File: config.mk
export PLATFORM = sky130hd
export DESIGN_NAME = operand_fetch
export DESIGN_NICKNAME = d
export VERILOG_FILES = /design/src/rtl/operand_fetch.sv
export SDC_FILE = /design/constraint.sdc
export NUM_CORES = 1
export LEC_CHECK = 0
export BUFFER_PORTS_ARGS = -buffer_cell sky130_fd_sc_hd__buf_2
export CORE_AREA = 2 2 224 226
export CTS_CLUSTER_DIAMETER = 80
export DETAILED_ROUTE_END_ITERATION = 8
export DIE_AREA = 0 0 226 228
export SETUP_SLACK_MARGIN = 0.02
export SYNTH_ARGS = -nofsm -noshare
export SYNTH_HDL_FRONTEND = slang
export SYNTH_SLANG_ARGS = --single-unit
File: constraint.sdc
create_clock -name Clock -period 10.9 [get_ports Clock]
set_input_delay 3.27 -clock Clock [delete_from_list [all_inputs] [get_ports Clock]]
set_output_delay 3.27 -clock Clock [all_outputs]
set_load 0.01 [all_outputs]
File: src/rtl/operand_fetch.sv
// Operand fetch stage: S1 holds effective read addresses, S2 holds the
// forwarded, swizzled and negated operands behind a valid/ready handshake.
`ifndef DATA_ADDRESS_WIDTH
`define DATA_ADDRESS_WIDTH 8
`endif

module operand_fetch #(
  parameter int WIDTH      = 32,
  parameter int DATA_WIDTH = 3 * WIDTH,
  parameter int ADDR_WIDTH = `DATA_ADDRESS_WIDTH,
  parameter int TAG_WIDTH  = 8
) (
  input  logic                  Clock,
  input  logic                  Reset,
  input  logic                  iInstValid,
  output logic                  oInstReady,
  input  logic [ADDR_WIDTH-1:0] iSrc0Address,
  input  logic [ADDR_WIDTH-1:0] iSrc1Address,
  input  logic [1:0]            iSrc0Mode,
  input  logic [1:0]            iSrc1Mode,
  input  logic [5:0]            iSrc0Swizzle,
  input  logic [5:0]            iSrc1Swizzle,
  input  logic [2:0]            iSrc0Negate,
  input  logic [2:0]            iSrc1Negate,
  input  logic [TAG_WIDTH-1:0]  iTag,
  input  logic [ADDR_WIDTH-1:0] iFrameOffset,
  input  logic [ADDR_WIDTH-1:0] iIndexRegister,
  output logic [ADDR_WIDTH-1:0] oReadAddress0,
  output logic [ADDR_WIDTH-1:0] oReadAddress1,
  input  logic [DATA_WIDTH-1:0] iReadData0,
  input  logic [DATA_WIDTH-1:0] iReadData1,
  input  logic [2:0]            iWbEnable,
  input  logic [ADDR_WIDTH-1:0] iWbAddress,
  input  logic [DATA_WIDTH-1:0] iWbData,
  output logic                  oOperandValid,
  input  logic                  iOperandReady,
  output logic [DATA_WIDTH-1:0] oOperand0,
  output logic [DATA_WIDTH-1:0] oOperand1,
  output logic [TAG_WIDTH-1:0]  oTag
);

  logic                  s1_valid_q, s1_valid_d;
  logic [ADDR_WIDTH-1:0] s1_addr0_q, s1_addr0_d;
  logic [ADDR_WIDTH-1:0] s1_addr1_q, s1_addr1_d;
  logic [5:0]            s1_swz0_q, s1_swz0_d;
  logic [5:0]            s1_swz1_q, s1_swz1_d;
  logic [2:0]            s1_neg0_q, s1_neg0_d;
  logic [2:0]            s1_neg1_q, s1_neg1_d;
  logic [TAG_WIDTH-1:0]  s1_tag_q, s1_tag_d;

  logic                  s2_valid_q, s2_valid_d;
  logic [DATA_WIDTH-1:0] s2_op0_q, s2_op0_d;
  logic [DATA_WIDTH-1:0] s2_op1_q, s2_op1_d;
  logic [TAG_WIDTH-1:0]  s2_tag_q, s2_tag_d;

  logic advance;
  logic accept;

  function automatic logic [ADDR_WIDTH-1:0] eff_addr(
    input logic [ADDR_WIDTH-1:0] base,
    input logic [1:0]            mode,
    input logic [ADDR_WIDTH-1:0] frame,
    input logic [ADDR_WIDTH-1:0] index
  );
    logic [ADDR_WIDTH-1:0] a;
    unique case (mode)
      2'b01:   a = base + frame;
      2'b10:   a = base + frame + index;
      default: a = base;
    endcase
    return a;
  endfunction

  // Per-channel write forwarding, then swizzle, then sign flip.
  function automatic logic [DATA_WIDTH-1:0] shape_row(
    input logic [DATA_WIDTH-1:0] rd,
    input logic [2:0]            wb_en,
    input logic [ADDR_WIDTH-1:0] wb_addr,
    input logic [DATA_WIDTH-1:0] wb_data,
    input logic [ADDR_WIDTH-1:0] addr,
    input logic [5:0]            swz,
    input logic [2:0]            neg
  );
    logic [DATA_WIDTH-1:0] raw;
    logic [DATA_WIDTH-1:0] row;
    logic [WIDTH-1:0]      ch;
    raw = rd;
    row = '0;
    for (int c = 0; c < 3; c++) begin
      if (wb_en[c] && wb_addr == addr)
        raw[c*WIDTH +: WIDTH] = wb_data[c*WIDTH +: WIDTH];
    end
    for (int k = 0; k < 3; k++) begin
      unique case (swz[2*k +: 2])
        2'b00:   ch = raw[2*WIDTH +: WIDTH];
        2'b01:   ch = raw[WIDTH +: WIDTH];
        2'b10:   ch = raw[0 +: WIDTH];
        default: ch = '0;
      endcase
      ch[WIDTH-1] = ch[WIDTH-1] ^ neg[k];
      row[k*WIDTH +: WIDTH] = ch;
    end
    return row;
  endfunction

  assign advance    = s1_valid_q & (~s2_valid_q | iOperandReady);
  assign oInstReady = ~s1_valid_q | advance;
  assign accept     = iInstValid & oInstReady;

  always_comb begin
    s1_valid_d = accept | (s1_valid_q & ~advance);
    s1_addr0_d = s1_addr0_q;
    s1_addr1_d = s1_addr1_q;
    s1_swz0_d  = s1_swz0_q;
    s1_swz1_d  = s1_swz1_q;
    s1_neg0_d  = s1_neg0_q;
    s1_neg1_d  = s1_neg1_q;
    s1_tag_d   = s1_tag_q;
    if (accept) begin
      s1_addr0_d = eff_addr(iSrc0Address, iSrc0Mode,
                            iFrameOffset, iIndexRegister);
      s1_addr1_d = eff_addr(iSrc1Address, iSrc1Mode,
                            iFrameOffset, iIndexRegister);
      s1_swz0_d  = iSrc0Swizzle;
      s1_swz1_d  = iSrc1Swizzle;
      s1_neg0_d  = iSrc0Negate;
      s1_neg1_d  = iSrc1Negate;
      s1_tag_d   = iTag;
    end
  end

  always_comb begin
    s2_valid_d = advance | (s2_valid_q & ~iOperandReady);
    s2_op0_d   = s2_op0_q;
    s2_op1_d   = s2_op1_q;
    s2_tag_d   = s2_tag_q;
    if (advance) begin
      s2_op0_d = shape_row(iReadData0, iWbEnable, iWbAddress, iWbData,
                           s1_addr0_q, s1_swz0_q, s1_neg0_q);
      s2_op1_d = shape_row(iReadData1, iWbEnable, iWbAddress, iWbData,
                           s1_addr1_q, s1_swz1_q, s1_neg1_q);
      s2_tag_d = s1_tag_q;
    end
  end

  always_ff @(posedge Clock or posedge Reset) begin
    if (Reset) begin
      s1_valid_q <= 1'b0;
      s1_addr0_q <= '0;
      s1_addr1_q <= '0;
      s1_swz0_q  <= '0;
      s1_swz1_q  <= '0;
      s1_neg0_q  <= '0;
      s1_neg1_q  <= '0;
      s1_tag_q   <= '0;
      s2_valid_q <= 1'b0;
      s2_op0_q   <= '0;
      s2_op1_q   <= '0;
      s2_tag_q   <= '0;
    end else begin
      s1_valid_q <= s1_valid_d;
      s1_addr0_q <= s1_addr0_d;
      s1_addr1_q <= s1_addr1_d;
      s1_swz0_q  <= s1_swz0_d;
      s1_swz1_q  <= s1_swz1_d;
      s1_neg0_q  <= s1_neg0_d;
      s1_neg1_q  <= s1_neg1_d;
      s1_tag_q   <= s1_tag_d;
      s2_valid_q <= s2_valid_d;
      s2_op0_q   <= s2_op0_d;
      s2_op1_q   <= s2_op1_d;
      s2_tag_q   <= s2_tag_d;
    end
  end

  assign oReadAddress0 = s1_addr0_q;
  assign oReadAddress1 = s1_addr1_q;
  assign oOperandValid = s2_valid_q;
  assign oOperand0     = s2_op0_q;
  assign oOperand1     = s2_op1_q;
  assign oTag          = s2_tag_q;

endmodule

==> results.json, run 1 <==
{
  "synth_top_family_by_area": "multiplexers",
  "tns_ps": 0,
  "synth_compound_area_share_pct": 18.7,
  "synth.area.mux_share_pct": 25.8,
  "final_util_pct": 42.5,
  "dp_cells": 2843,
  "die-height_um": 228,
  "via_count": 16100,
  "critPathMaxFanout": 4,
  "path_class": "input port to output pin",
  "routed_via_density": 5.54,
  "status": "finished, final reports clean",
  "antenna_found_initial": 11,
  "synthDistinctLibCells": 38,
  "synthesis.nets": 2102,
  "synth_xor_area_share_pct": 2.62,
  "cp-start-kind": "input port",
  "firstDrtPassIters": 5,
  "p_int_mw": 2.26,
  "dp_hpwl_mm": 66.0,
  "peakVddDrop_uv": 107,
  "finalInstanceArea_um2": 21000,
  "io_pins": 583,
  "worstSkewPairLatency_ps": 590,
  "worst_slew_pin_slew_ps": 1070,
  "yosys.area_share.adder_pct": 2.93,
  "r2r_start": "oReadAddress0[7]",
  "worst_setup_path_end_kind": "output pin",
  "finalHoldViolCount": 0,
  "ys_warn_count": 0,
  "cts_tree": "built",
  "cts_hold_buf": 0,
  "r2r_end": "oOperand0[52]",
  "core_area_um2": 49300,
  "cts_root_buf": "clkbuf_16",
  "rsz0062_at_grt": "false",
  "netlist_area_um2": 16400,
  "holdPathEnd": "s1_tag_q[3]",
  "grt_max_degree": 211,
  "cap_violations": 0,
  "first_iter_violations": 1126,
  "clock_sinks": 244,
  "start_util_pct": 33.2,
  "ys_ff_latch": 244,
  "min_from": "s1_tag_q[3]",
  "ff2ff_setup_slack_ps": 7550,
  "cts_buffers": 31,
  "max_freq_ghz": 0.142,
  "wire_per_inst_um": 29.3,
  "p_leak_nw": 11.0,
  "grt_use_total_pct": 31.7,
  "place_area_um2": 19900,
  "ys_seq_area_share_pct": 37.2,
  "portBuffers": 582,
  "routed_wl_mm": 84.9,
  "postCtsResizedCells": 0,
  "slew_violations": 0,
  "finalCriticalPeriod_ps": 7050,
  "slew-limit-headroom_pct": 28.7,
  "min_path_cells": 2,
  "drcViolationCount": 0,
  "grt_first_pass_wirelength_mm": 116,
  "swShare_pct": 37.5,
  "post-cts-setup-buffer-count": 0,
  "syn_inst": 1701,
  "drive_above_1_share_pct": 39.2,
  "place_congestion": 1.08,
  "power_density_nw_per_um2": 173,
  "grt_pass1_vias": 15800,
  "pwr-share-comb_pct": 34.8,
  "die_w_um": 226,
  "critPathLaunch": "iOperandReady",
  "ant_nets": 0,
  "clock_skew_ps": 11.1,
  "clk_pin_slew_ps": 60,
  "grt_overflow": 0,
  "seqPwrFrac_pct": 35.5,
  "setup_viol": 0,
  "clk_path_buf_depth": 3,
  "critPathArrivalTime_ps": 3780,
  "fin_crit_sh_pct": 64.6,
  "synth-simple-area-share_pct": 8.81,
  "p_switching_mw": 1.36,
  "layout.nets": 2605,
  "htree_levels": 1,
  "syn_to_final_growth_pct": 27.7,
  "worst-endpoint-required_ps": 7630,
  "num_rows": 82,
  "fin_cells": 2904,
  "reg2regPathDepth": 7,
  "clock_power_share_pct": 29.7,
  "holdCritPathClass": "flop to flop",
  "die-area_um2": 51500,
  "avgSynthCellArea_um2": 9.65
}
how the worst max path moves through the flow:
stage	to	depth (start not counted)	slack [ps]
floorplan	oOperand0[0]	1	930
CTS	oInstReady	3	3860
global placement	oInstReady	3	3870
finish	oInstReady	3	3850
detailed placement	oInstReady	3	3860
global route	oInstReady	3	3790
power groups by stage:
stage          sequential [mW]  combinational, mW  clock (mW)
3_3_place_gp              1.29               1.24           0
2_1_floorplan             1.31              0.633           0
3_5_place_dp              1.30               1.25           0
6_report                  1.28               1.26        1.08
4_1_cts                   1.28               1.26        1.10
5_1_grt                   1.30               1.35        1.13
sequential cells by signal, summed over array words and instances, names as in the netlist, 3 cells and up:
register,count
oReadAddress0,8
s1_neg0_q,3
s1_swz0_q,6
oOperand0,96
s1_swz1_q,6
oTag,8
s1_neg1_q,3
oOperand1,96
s1_tag_q,8
oReadAddress1,8
area by class of cell:
| cell class | count | area [um^2] |
|---|---|---|
| clock buffer | 47 | 926 |
| inverter | 27 | 109 |
| timing repair buffer | 611 | 3140 |
| tap | 672 | 841 |
| fill | 4943 | 28400 |
| sequential | 244 | 6110 |
| multi-input combinational | 1289 | 9690 |
| antenna | 3 | 7.51 |
| clock inverter | 11 | 130 |
cells by family after synthesis:
kind of cell	Yosys count
AOI/OAI and AO/OA	449
xor gates and xnor gates	49
adders and majority gates	36
buffers and inverters	168
DFF	244
muxes	399
and+or+nand+nor	356
routing by layer:
metal / up-vias / part of all wire (%) / track usage [%] / wire length (um)
met5: - / 0.12 / 0 / 101
met1: 7904 / 37 / 35.6 / 31400
met4: 16 / 7.4 / 20.3 / 6260
met3: 203 / 6.8 / 5.81 / 5760
met2: 796 / 49 / 55.1 / 41400
li1: 7173 / - / - / -
cell usage after synthesis:
library cell	n	area share, %
fa_1	4	0.49
o21ai_0	209	6.4
a21oi_1	13	0.40
clkbuf_1	123	2.8
buf_1	4	0.091
nand2_1	290	6.6
o21ai_1	6	0.18
nor3_1	6	0.18
ha_1	32	2.4
a221o_1	10	0.61
nor2_1	23	0.53
a22oi_1	2	0.091
mux2i_1	205	13
o21a_1	1	0.046
mux2_2	194	13
xor2_1	29	1.5
nor2b_1	1	0.038
dfrtp_1	244	37
nand2b_1	9	0.34
nor4_1	2	0.076
a21o_1	1	0.046
nand3b_1	1	0.046
and3_1	3	0.11
nand3_1	14	0.43
o221ai_1	1	0.053
o211ai_1	3	0.14
o31ai_1	3	0.14
o21bai_1	7	0.32
nor4_2	4	0.31
or3_1	2	0.076
and2_1	1	0.038
a221oi_1	3	0.16
buf_2	14	0.43
xnor2_1	20	1.1
a31oi_1	2	0.076
o41ai_1	2	0.11
inv_1	27	0.62
o22a_1	186	9.9
through the flow:
step           total power [mW]  worst slack (ps)  hold slack [ps]
2_1_floorplan              1.94               928              442
3_3_place_gp               2.53              3870              455
3_5_place_dp               2.55              3860              462
4_1_cts                    3.63              3860              476
5_1_grt                    3.78              3790              502
6_report                   3.62              3850              473
cells in the final DEF, fill, tap and decap left out, types with 20 or more instances in the layout:
cell and count:
xnor2_1 20, nand2_1 288, clkbuf_16 31, buf_4 28, o22a_1 186, o21ai_0 209
ha_1 32, xor2_1 29, inv_1 26, nor2_1 23, buf_2 582, mux2i_1 205
dfrtp_1 240, mux2_2 194
critical path: stages:
cell	delay (ps)
buf_2	100
nand3b_1	220
buf_2	180
Note: power is estimated with default switching activity, not from simulation.
==> run 2, diff against run 1 <==
--- a/config.mk
+++ b/config.mk
@@ -5,11 +5,12 @@
 export SDC_FILE = /design/constraint.sdc
 export NUM_CORES = 1
 export LEC_CHECK = 0
+export ABC_AREA = 1
 export BUFFER_PORTS_ARGS = -buffer_cell sky130_fd_sc_hd__buf_2
-export CORE_AREA = 2 2 224 226
+export CORE_AREA = 2 2 227 229
 export CTS_CLUSTER_DIAMETER = 80
 export DETAILED_ROUTE_END_ITERATION = 8
-export DIE_AREA = 0 0 226 228
+export DIE_AREA = 0 0 229 231
 export SETUP_SLACK_MARGIN = 0.02
 export SYNTH_ARGS = -nofsm -noshare
 export SYNTH_HDL_FRONTEND = slang
==> constraint.sdc (replaced) <==
create_clock -name Clock -period 5.7 [get_ports Clock]
set_input_delay 1.71 -clock Clock [delete_from_list [all_inputs] [get_ports Clock]]
set_output_delay 1.71 -clock Clock [all_outputs]
set_load 0.01 [all_outputs]
==> results.json, run 2 <==
{
  "synthDistinctLibCells": 38,
  "die-area_um2": 52900,
  "ant_nets": 0,
  "critPathSlowestCell": "nand3_2",
  "post-cts-setup-buffer-count": 0,
  "start_util_pct": 34.4,
  "power_density_nw_per_um2": 328,
  "avgSynthCellArea_um2": 6.36,
  "cts_root_buf": "clkbuf_16",
  "wire_per_inst_um": 23.6,
  "cp-start-kind": "input port",
  "p_total_mw": 7.22,
  "synth_enable_flop_cells": 0,
  "netlist_area_um2": 17400,
  "dp_hpwl_mm": 70.6,
  "max_freq_ghz": 0.250,
  "yosys-top-cells-count": "nand2_1, nand3_1, dfrtp_1",
  "finalHoldViolCount": 0,
  "multiInputGateArea_um2": 9950,
  "synth_area_leader_cell": "dfrtp_1",
  "worstSkewPairLatency_ps": 550,
  "htree_levels": 2,
  "final_common_cell": "nand2_1",
  "synthTopCellsByArea": "dfrtp_1, nand2_1, nand3_1",
  "die_w_um": 229,
  "die-height_um": 231,
  "mostFrequentLayoutCells": "nand2_1, buf_2, nand3_1, dfrtp_1, inv_1",
  "layout.nets": 3636,
  "hold_ws_ps": 473,
  "syn_to_final_growth_pct": 26.4,
  "cts_hold_buf": 0,
  "ys_seq_area_share_pct": 35.0,
  "fillers": 5579,
  "syn_inst": 2741,
  "ys_warn_count": 0,
  "slew_violations": 0,
  "clock_skew_ps": 20.3,
  "rsz0062_at_grt": "false",
  "path_class": "input port to flop",
  "clock_sinks": 244,
  "worst-endpoint-required_ps": 6180,
  "cts_tree": "built",
  "synthArstFlopShare_pct": 100,
  "place_congestion": 1.07,
  "ys_ff_latch": 244,
  "fin_crit_sh_pct": 70.3,
  "worst_slew_pin_slew_ps": 1140,
  "synth_top_cell_area_share_pct": 35.0,
  "grt_overflow": 0,
  "drive_above_1_share_pct": 23.4,
  "routed_via_density": 5.31,
  "finalCriticalPeriod_ps": 4010,
  "ff_latch_area_um2": 6110,
  "p_leak_nw": 12.5,
  "holdCritPathClass": "flop to flop",
  "grt_first_pass_wirelength_mm": 134,
  "drcViolationCount": 0,
  "portBuffers": 582,
  "tns_ps": 0,
  "clk_pin_slew_ps": 60,
  "cap_violations": 0,
  "yosysMostFrequentCell": "nand2_1",
  "peakVddDrop_uv": 195,
  "path_cells": "buf_2, inv_2, nand2_1, nand2_1, inv_1, nand2_1, nor2_1, nand3_2, buf_4, o21ai_1, nand2_1, nand3_1, nand2_1, nand2_1",
  "io_pins": 583,
  "num_rows": 83,
  "path_delay_family": "simple AND/OR/NAND/NOR gates",
  "clk_path_buf_depth": 3,
  "routed_wl_mm": 93.4,
  "path_buf_inv": 4,
  "postCtsResizedCells": 0,
  "synth_top_flop_cell": "dfrtp_1",
  "antenna_found_initial": 23,
  "core_area_um2": 50700,
  "critPathMaxStageDelay_ps": 760,
  "setup_viol": 0,
  "status": "finished, final reports clean",
  "grt_max_degree": 126,
  "first_iter_violations": 2170,
  "firstDrtPassIters": 6,
  "critPathMaxFanout": 33,
  "grt_pass1_vias": 19700,
  "path_common_cell": "nand2_1",
  "worst_setup_path_end_kind": "flop",
  "synthesis.nets": 3142,
  "cts_buffers": 34,
  "grt_use_total_pct": 34.3,
  "slew-limit-headroom_pct": 24.0,
  "via_count": 21000,
  "critPathArrivalTime_ps": 4490
}
## run 2: cell count changes after synthesis, sizes merged, moves of 182 or more
cell | previous run | this run
nand2 | 290 | 1300
o22a | 186 | 0
mux2i | 205 | 0
inv | 27 | 209
nand3 | 14 | 345
mux2 | 194 | 0
## run 2: stage by stage
step / cell area, um^2 / utilization [%] / worst slack [ps] / std cells
finish: 22000 / 43.5 / 1690 / 3953
global route: 22000 / 43.4 / 1540 / 3944
CTS: 22000 / 43.4 / 1800 / 3939
detailed placement: 20800 / 41.1 / 1240 / 3879
global placement: 20800 / 41.1 / 1250 / 3879
floorplan: 17400 / - / 786 / 2741
## run 2: kinds of logic after synthesis
group / Yosys count / share of synthesized area (%)
AO/OA/AOI/OAI: 311 / 10.5
XOR/XNOR: 12 / 0.603
adder cells (fa/ha/maj): 36 / 2.76
buffers and inverters: 359 / 8.55
flip-flops: 244 / 35.0
AND/OR/NAND/NOR: 1779 / 42.6
## run 2: final cells by class
| class | instances | share of cell area (%) |
|---|---|---|
| Multi-Input combinational cell | 2138 | 45.2 |
| Timing Repair Buffer | 608 | 14.3 |
| Clock buffer | 49 | 4.53 |
| Clock inverter | 11 | 0.676 |
| Tap cell | 680 | 3.86 |
| Antenna cell | 14 | 0.159 |
| Sequential cell | 244 | 27.7 |
| Inverter | 209 | 3.60 |
## run 2: tightest hold or removal path: cells and delay by family (launching register included)
kind	cells	cell delay, ps
DFF	1	340
and+or+nand+nor	2	100
## run 2: power breakdown
part | switching [mW] | internal [mW] | leakage (nW) | total (mW)
logic | 1.68 | 0.864 | 8.90 | 2.54
registers | 0.299 | 2.12 | 3.07 | 2.42
clock network | 0.903 | 1.36 | 0.566 | 2.26
## run 2: metal layers
metal,up-vias,track usage (%),part of all wire (%),wire length (um)
li1,9787,-,-,-
met1,9745,39.2,36,33900
met2,1178,58.4,48,44700
met3,242,8.46,9.2,8640
met4,20,19.7,6.5,6030
met5,-,0,0.14,132
## run 2: path summary, 6_finish.rpt
path,start,endpoint,slack [ps],depth (start not counted)
min in group asynchronous,Reset,oOperand1[2],1350,3
worst min register to register,oOperand0[16],oOperand0[16],470,2
worst max-delay path,iWbAddress[1],oOperand0[38],1690,14
max in group asynchronous,Reset,s1_valid_q,3670,3
worst min-delay path,oOperand0[16],oOperand0[16],470,2
worst max register to register,oReadAddress0[1],oOperand0[38],2540,13
==> run 3, diff against run 2 <==
--- a/config.mk
+++ b/config.mk
@@ -5,12 +5,12 @@
 export SDC_FILE = /design/constraint.sdc
 export NUM_CORES = 1
 export LEC_CHECK = 0
-export ABC_AREA = 1
+export ABC_AREA = 0
 export BUFFER_PORTS_ARGS = -buffer_cell sky130_fd_sc_hd__buf_2
-export CORE_AREA = 2 2 227 229
+export CORE_AREA = 2 2 224 226
 export CTS_CLUSTER_DIAMETER = 80
 export DETAILED_ROUTE_END_ITERATION = 8
-export DIE_AREA = 0 0 229 231
+export DIE_AREA = 0 0 226 228
 export SETUP_SLACK_MARGIN = 0.02
 export SYNTH_ARGS = -nofsm -noshare
 export SYNTH_HDL_FRONTEND = slang
==> constraint.sdc (replaced) <==
create_clock -name Clock -period 4.2 [get_ports Clock]
set_input_delay 1.26 -clock Clock [delete_from_list [all_inputs] [get_ports Clock]]
set_output_delay 1.26 -clock Clock [all_outputs]
set_load 0.01 [all_outputs]
==> results.json, run 3 (synthesized netlist as in run 1, its figures left out) <==
{
  "cts_tree": "built",
  "postCtsResizedCells": 0,
  "final_common_cell": "buf_2",
  "die-area_um2": 51500,
  "post-cts-setup-buffer-count": 0,
  "power_density_nw_per_um2": 442,
  "drive_above_1_share_pct": 41.7,
  "firstDrtPassIters": 6,
  "holdCritPathClass": "flop to flop",
  "htree_levels": 1,
  "wire_per_inst_um": 27.4,
  "place_congestion": 0.971,
  "final_util_pct": 44.3,
  "cts_hold_buf": 0,
  "portBuffers": 582,
  "p_leak_nw": 11.6,
  "min_from": "s1_tag_q[4]",
  "path_cells": "buf_2, ha_1, fa_1, a21o_1, a21oi_1, xnor2_1, ha_1, nand3_1, o211ai_1, nor4_1, nor3_1, xor2_1, xnor2_1, o21ai_0, a221o_1",
  "cap_violations": 0,
  "status": "finished, final reports clean",
  "hold_ws_ps": 472,
  "clock_sinks": 244,
  "setup_viol": 0,
  "wl_met2_mm": 41.1,
  "antenna_found_initial": 14,
  "critPathSlowestCell": "fa_1",
  "grt_overflow": 0,
  "wl_met1_mm": 30.8,
  "grt_first_pass_wirelength_mm": 114,
  "tns_ps": 0,
  "clk_path_buf_depth": 3,
  "dp_hpwl_mm": 66.1,
  "worst_slew_pin_slew_ps": 895,
  "ff_latch_area_um2": 6110,
  "slew-limit-headroom_pct": 40.4,
  "start_util_pct": 33.2,
  "finalHoldViolCount": 0,
  "cts_buffers": 31,
  "finalInstanceArea_um2": 21900,
  "holdPathEnd": "s1_tag_q[4]",
  "mostFrequentLayoutCells": "buf_2, nand2_1, dfrtp_1, o21ai_0, mux2i_1",
  "grt_max_degree": 138,
  "core_area_um2": 49300,
  "num_rows": 82,
  "peakVddDrop_uv": 313,
  "critPathArrivalTime_ps": 4370,
  "worst_setup_path_end_kind": "flop",
  "ff2ff_setup_slack_ps": 1220,
  "first_iter_violations": 1266,
  "path_buf_inv": 1,
  "syn_to_final_growth_pct": 33.3,
  "io_pins": 583,
  "r2r_start": "oReadAddress1[4]",
  "layout.nets": 2698,
  "max_freq_ghz": 0.257,
  "cts_root_buf": "clkbuf_16",
  "top_layer": "met5",
  "wl_met3_mm": 5.42,
  "worstSkewPairLatency_ps": 590,
  "reg2regPathDepth": 9,
  "die-height_um": 228,
  "routed_wl_mm": 82.3,
  "fillers": 4862,
  "rsz0062_at_grt": "false",
  "die_w_um": 226,
  "fin_crit_sh_pct": 92.7,
  "clk_pin_slew_ps": 70,
  "min_path_cells": 2,
  "via_count": 16200,
  "clock_skew_ps": 24.5,
  "worst-endpoint-required_ps": 4670,
  "multiInputGateArea_um2": 9700,
  "ant_nets": 0,
  "finalCriticalPeriod_ps": 3900,
  "grt_pass1_vias": 16300,
  "r2r_end": "oOperand1[15]",
  "place_area_um2": 20700,
  "critPathMaxFanout": 4,
  "cp-start-kind": "input port",
  "critPathMaxStageDelay_ps": 410,
  "slew_violations": 0,
  "routed_via_density": 5.41,
  "p_total_mw": 9.68,
  "drcViolationCount": 0,
  "grt_use_total_pct": 30.8,
  "path_delay_family": "compound AO/OA/AOI/OAI gates",
  "path_class": "input port to flop"
}
-- run 3: cell types whose count changed in the layout (fill, tap and decap cells not counted), moves of 23 or more --
cell	change
nand2_1	-1008
nand3_1	-333
mux2i_1	+205
mux2_2	+194
o22a_1	+186
inv_1	-171
o21ai_0	+147
o21ai_1	-110
o211ai_1	-91
buf_4	+88
or2_2	-35
or2_4	-26
xor2_1	+23
-- run 3: stage by stage --
| step | std cells | setup slack (ps) |
|---|---|---|
| global placement | 2936 | -258 |
| floorplan | 1701 | -264 |
| global route | 2997 | 102 |
| finish | 2999 | 305 |
| CTS | 2993 | 357 |
| detailed placement | 2936 | -252 |
-- run 3: power by group --
group	internal (mW)	total [mW]	leakage, nW	switching, mW
combinational	1.45	3.38	7.97	1.93
sequential	2.86	3.29	3.05	0.421
clock	1.86	3.01	0.561	1.15
-- run 3: cell type report --
cell class | count | area share [%]
multi-input cells | 1289 | 44.3
diodes | 6 | 0.0686
repair buffers | 704 | 18.1
well taps | 672 | 3.84
clock inverters | 21 | 1.44
clock buffers | 36 | 3.81
flip-flops and latches | 244 | 27.9
inverters | 27 | 0.480
-- run 3: how the worst max path moves through the flow --
stage / start / endpoint / slack [ps] / cells past startpoint
5_1_grt: iFrameOffset[0] / oReadAddress0[7] / 100 / 17
6_report: iSrc1Address[0] / oReadAddress1[7] / 300 / 15
3_3_place_gp: iSrc1Address[0] / oReadAddress1[7] / -260 / 15
2_1_floorplan: Reset / oOperand0[0] / -260 / 1
3_5_place_dp: iSrc1Address[0] / oReadAddress1[7] / -250 / 15
4_1_cts: iSrc1Address[0] / oReadAddress1[7] / 360 / 15
-- run 3: tightest hold or removal path, stage by stage, from the launching register on --
cell	delay (ps)
dfrtp_1	340
nand2_1	50
nand2_1	50
-- run 3: layer usage --
metal | up-vias | global-route usage [%]
li1 | 7375 | -
met1 | 7917 | 34.8
met2 | 743 | 54.7
met3 | 173 | 5.35
met4 | 14 | 16.8
met5 | - | 0
